==> config.mk <==
export PLATFORM = sky130hd
export DESIGN_NAME = serial_sub
export DESIGN_NICKNAME = d
export VERILOG_FILES = /design/src/rtl/serial_sub.sv
export SDC_FILE = /design/constraint.sdc
export NUM_CORES = 1
export LEC_CHECK = 0
export CORE_ASPECT_RATIO = 1.1
export CORE_UTILIZATION = 24
export DETAILED_ROUTE_END_ITERATION = 12
export GPL_TIMING_DRIVEN = 1
export PLACE_DENSITY = 0.53
export SKIP_CTS_REPAIR_TIMING = 1
export SLEW_MARGIN = 10
export SYNTH_ARGS = -nofsm -noshare
export SYNTH_HDL_FRONTEND = slang
export SYNTH_SLANG_ARGS = --single-unit
==> constraint.sdc <==
create_clock -name clk -period 1.93 [get_ports clk]
set_input_delay 0.579 -clock clk [delete_from_list [all_inputs] [get_ports clk]]
set_output_delay 0.579 -clock clk [all_outputs]
set_load 0.02 [all_outputs]
==> src/rtl/serial_sub.sv <==
// Bit-serial two's-complement subtractor: diff = a - b, LSB first, one bit per clock.
// A single borrow flip-flop feeds a full-subtractor cell; operands load on start, result is parallel.
module serial_sub #(
  parameter int W = 8
) (
  input  logic         clk,
  input  logic         reset,
  input  logic         start,
  input  logic [W-1:0] a,
  input  logic [W-1:0] b,
  output logic         busy,
  output logic         done,
  output logic [W-1:0] diff,
  output logic         borrow_out,
  output logic         overflow
);

  localparam int CW = $clog2(W) + 1;

  typedef enum logic [1:0] {
    IDLE = 2'd0,
    RUN  = 2'd1,
    DONE = 2'd2
  } state_t;

  state_t         r_state;
  logic [W-1:0]   r_a_sh;
  logic [W-1:0]   r_b_sh;
  logic [W-1:0]   r_diff;
  logic [CW-1:0]  r_count;
  logic           r_bw;
  logic           r_a_msb;
  logic           r_b_msb;
  logic           r_busy;
  logic           r_done;
  logic           r_borrow_out;
  logic           r_overflow;

  logic w_x;
  logic w_y;
  logic w_d;
  logic w_bw_next;
  logic w_last;

  // Full-subtractor cell on the current LSBs and the running borrow.
  assign w_x       = r_a_sh[0];
  assign w_y       = r_b_sh[0];
  assign w_d       = w_x ^ w_y ^ r_bw;
  assign w_bw_next = (~w_x & w_y) | (~(w_x ^ w_y) & r_bw);
  assign w_last    = (r_count == CW'(W - 1));

  // NOTE: every register, datapath included, is cleared by reset so an aborted
  // operation leaves nothing behind; all sequential updates use non-blocking <=.
  always_ff @(posedge clk) begin
    if (!reset) begin
      r_state      <= IDLE;
      r_a_sh       <= '0;
      r_b_sh       <= '0;
      r_diff       <= '0;
      r_count      <= '0;
      r_bw         <= 1'b0;
      r_a_msb      <= 1'b0;
      r_b_msb      <= 1'b0;
      r_busy       <= 1'b0;
      r_done       <= 1'b0;
      r_borrow_out <= 1'b0;
      r_overflow   <= 1'b0;
    end else begin
      unique case (r_state)
        IDLE, DONE: begin
          r_done <= 1'b0;
          if (start) begin
            r_a_sh       <= a;
            r_b_sh       <= b;
            r_a_msb      <= a[W-1];
            r_b_msb      <= b[W-1];
            r_bw         <= 1'b0;
            r_count      <= '0;
            r_diff       <= '0;
            r_borrow_out <= 1'b0;
            r_overflow   <= 1'b0;
            r_busy       <= 1'b1;
            r_state      <= RUN;
          end else begin
            r_busy  <= 1'b0;
            r_state <= IDLE;
          end
        end

        RUN: begin
          // start is deliberately ignored here; operands stay as loaded.
          r_diff  <= {w_d, r_diff[W-1:1]};
          r_a_sh  <= r_a_sh >> 1;
          r_b_sh  <= r_b_sh >> 1;
          r_bw    <= w_bw_next;
          r_count <= r_count + 1'b1;
          if (w_last) begin
            r_borrow_out <= w_bw_next;
            r_overflow   <= (r_a_msb != r_b_msb) & (w_d != r_a_msb);
            r_busy       <= 1'b0;
            r_done       <= 1'b1;
            r_state      <= DONE;
          end
        end

        default: begin
          r_busy  <= 1'b0;
          r_done  <= 1'b0;
          r_state <= IDLE;
        end
      endcase
    end
  end

  assign busy       = r_busy;
  assign done       = r_done;
  assign diff       = r_diff;
  assign borrow_out = r_borrow_out;
  assign overflow   = r_overflow;

endmodule

==> qor.yml <==
drt_wl_total_um: 3570
reg2reg_slack_ps: 450
synth_cells: 173
endpoint_kind: "output port"
antenna_left: 0
regArea_sq_um: 741
die_h_um: 86.1
clock.fmax_mhz: 538
avgRoutedWirePerCell_um: 12.7
core_area_sq_um: 6190
cp_data_arrival_time_ps: 1280
io_pins: 31
leakagePower_nw: 0.682
nNetsFinal: 222
antenna_found_initial: 0
switching_share_pct: 24.8
cts_tree: "built"
track_usage_pct: 11.3
crit_buf_inv: 1
num_vias: 1340
p_clk_share_pct: 36.7
hold_end: "diff[4]$_SDFFE_PN0P_"
cts_made_buffers: 5
cts-root-buf: "clkbuf_8"
met2_usage_pct: 18.3
seqPwrFrac_pct: 50.5
finalCritPeriodShare_pct: 96.3
synthArstFlopShare_pct: 0
clockBufferDepth: 2
vias_per_cell: 4.75
place_inst: 274
fillers: 664
reg2regPathDepth: 5
dieArea_sq_um: 6760
grt_overflow: 0
synth_edf_count: 0
diodes: 0
grt_max_degree: 35
p_switching_mw: 0.401
slowest_delay_ps: 620
timing.rr.end: "overflow$_SDFFE_PN0P_"
portBuffers: 30
drive_gt1_share_pct: 8.42
final-hold-violation-count: 0
yosysSeqAreaShare_pct: 48.0
slew_headroom_pct: 73.6
drtIter0Drc: 101
num_rows: 30
cellPowerDensity_nw_per_um2: 811
synth_area_per_cell_sq_um: 8.92
syn2layout_area_growth_pct: 29.0
ir_worst_vdd_uv: 311
worst-path-max-fanout: 3
remaining_drc_errors: 0
syn_area_sq_um: 1540
period_minus_slack_ps: 1860
fin_skew_ps: 3.90
cp_top_family: "buffers and inverters"
rsz0062_at_grt: "no"
r2r-start: "r_a_sh[0]$_SDFFE_PN0P_"
min_path_type: "reg -> reg"
insertion_delay_ps: 290
synthDistinctLibCells: 26
final-setup-viol-count: 0
grt_pass1_vias: 1311
use_met1_pct: 13.9
setup_tns_ps: 0
multi_input_area_sq_um: 677
fp.dieW_um: 78.5
worst_slew_pin_slew_ps: 396
htreeDepth: 2
place_congestion: 0.692
cts.clk_slew.worst_paths_ps: 70
synth-seq-cells: 37
outcome: "complete, no violations"
yosys_warnings: 0
first_pass_iters: 4
start_util_pct: 24.9
critPathKind: "reg -> out"
slowest_stage: "clkdlybuf4s50_1"
finalNonFillerCells: 282
mostFrequentLayoutCells: "dfxtp_1 (37), nand3_1 (34), a21oi_1 (32), clkdlybuf4s50_1 (30)"
min_from: "diff[5]$_SDFFE_PN0P_"
syn_nets: 194
required_ps: 1350
hpwl_um: 2320
synthFlopType: "dfxtp_1"
startpoint_type: "register"
p_int_mw: 1.21
grt_first_pass_wirelength_um: 6030
layout_commonest_cell: "dfxtp_1"
min_path_cells: 2
pwr-share-comb_pct: 12.8
gr-max-usage-layer: "met2"
clock_sinks: 37
maxSlewViolCount: 0
use_met3_pct: 3.83
crit_chain: "clkdlybuf4s50_1"
drv_cap: 0
[worst max path at each step]
stage                            from                      to  depth (start not counted)
5_1_grt         overflow$_SDFFE_PN0P_                overflow                          1
2_1_floorplan  r_a_sh[0]$_SDFFE_PN0P_   overflow$_SDFFE_PN0P_                          5
3_5_place_dp                    start  r_a_sh[7]$_SDFFE_PN0P_                          5
6_report        overflow$_SDFFE_PN0P_                overflow                          1
4_1_cts         overflow$_SDFFE_PN0P_                overflow                          1
3_3_place_gp                    start  r_b_sh[7]$_SDFFE_PN0P_                          5
[state kept, by name, summed over array words and instances (netlist names)]
signal and cells:
overflow 1, r_state 2, borrow_out 1, r_count 4, r_bw 1, diff 8, r_a_msb 1, busy 1
r_b_msb 1, r_b_sh 8, done 1, r_a_sh 8
[cells in the mapped netlist (2+ instances only)]
cell / n / area, sq um
dfxtp_1: 37 / 741
nand3_1: 34 / 170
a21oi_1: 32 / 160
a22oi_1: 14 / 105
nand2_1: 14 / 52.6
buf_4: 7 / 52.6
nand2b_1: 5 / 31.3
buf_6: 4 / 45.0
nor2_1: 4 / 15.0
clkbuf_1: 3 / 11.3
a31oi_1: 2 / 12.5
and3b_1: 2 / 17.5
buf_2: 2 / 10.0
[metrics by stage]
step	power, mW	area [sq um]	setup slack [ps]	hold WS, ps	util [%]
after floorplan	0.972	1540	555	440	-
after global routing	1.69	1990	10.4	492	32.2
final	1.62	1990	71.1	469	32.2
after detailed placement	1.04	1890	117	460	30.5
after CTS	1.64	1990	51.5	467	32.2
after global placement	1.04	1890	138	452	30.5
[final cells by class]
cell class	instances	share of cell area, %
clock buffers	7	4.84
clock inverters	1	0.251
inverters	2	0.377
multi-input cells	118	34.0
flip-flops and latches	37	37.2
well taps	80	5.03
repair buffers	37	18.3
[tightest hold or removal path, stage by stage, from the launching register on]
cell and delay (ps):
dfxtp_1 320, nand2_1 50, a21oi_1 50
[routing by layer]
metal  part of all wire (%)  vias to the layer above
met3                    4.1                        6
met1                     48                      637
met2                     47                       22
met4                    1.5                        0
met5                      0                        -
li1                       -                      675
[power by group through the flow]
stage               Clock [mW]  Combinational [mW]  Sequential (mW)
floorplan                    0               0.141            0.832
global placement             0               0.208            0.833
detailed placement           0               0.210            0.834
CTS                      0.614               0.210            0.816
global route             0.643               0.230            0.821
finish                   0.592               0.207            0.816
[cell families (layout without fill, tap and decap cells)]
group,Yosys count,count (layout),share of synthesized area [%]
mux,2,2,1.62
fa+ha+maj,2,2,2.11
flops,37,37,48.0
buf+inv,18,47,8.18
compound gates,50,50,19.3
simple gates,64,64,20.8
Note: power is estimated with default switching activity, not from simulation.
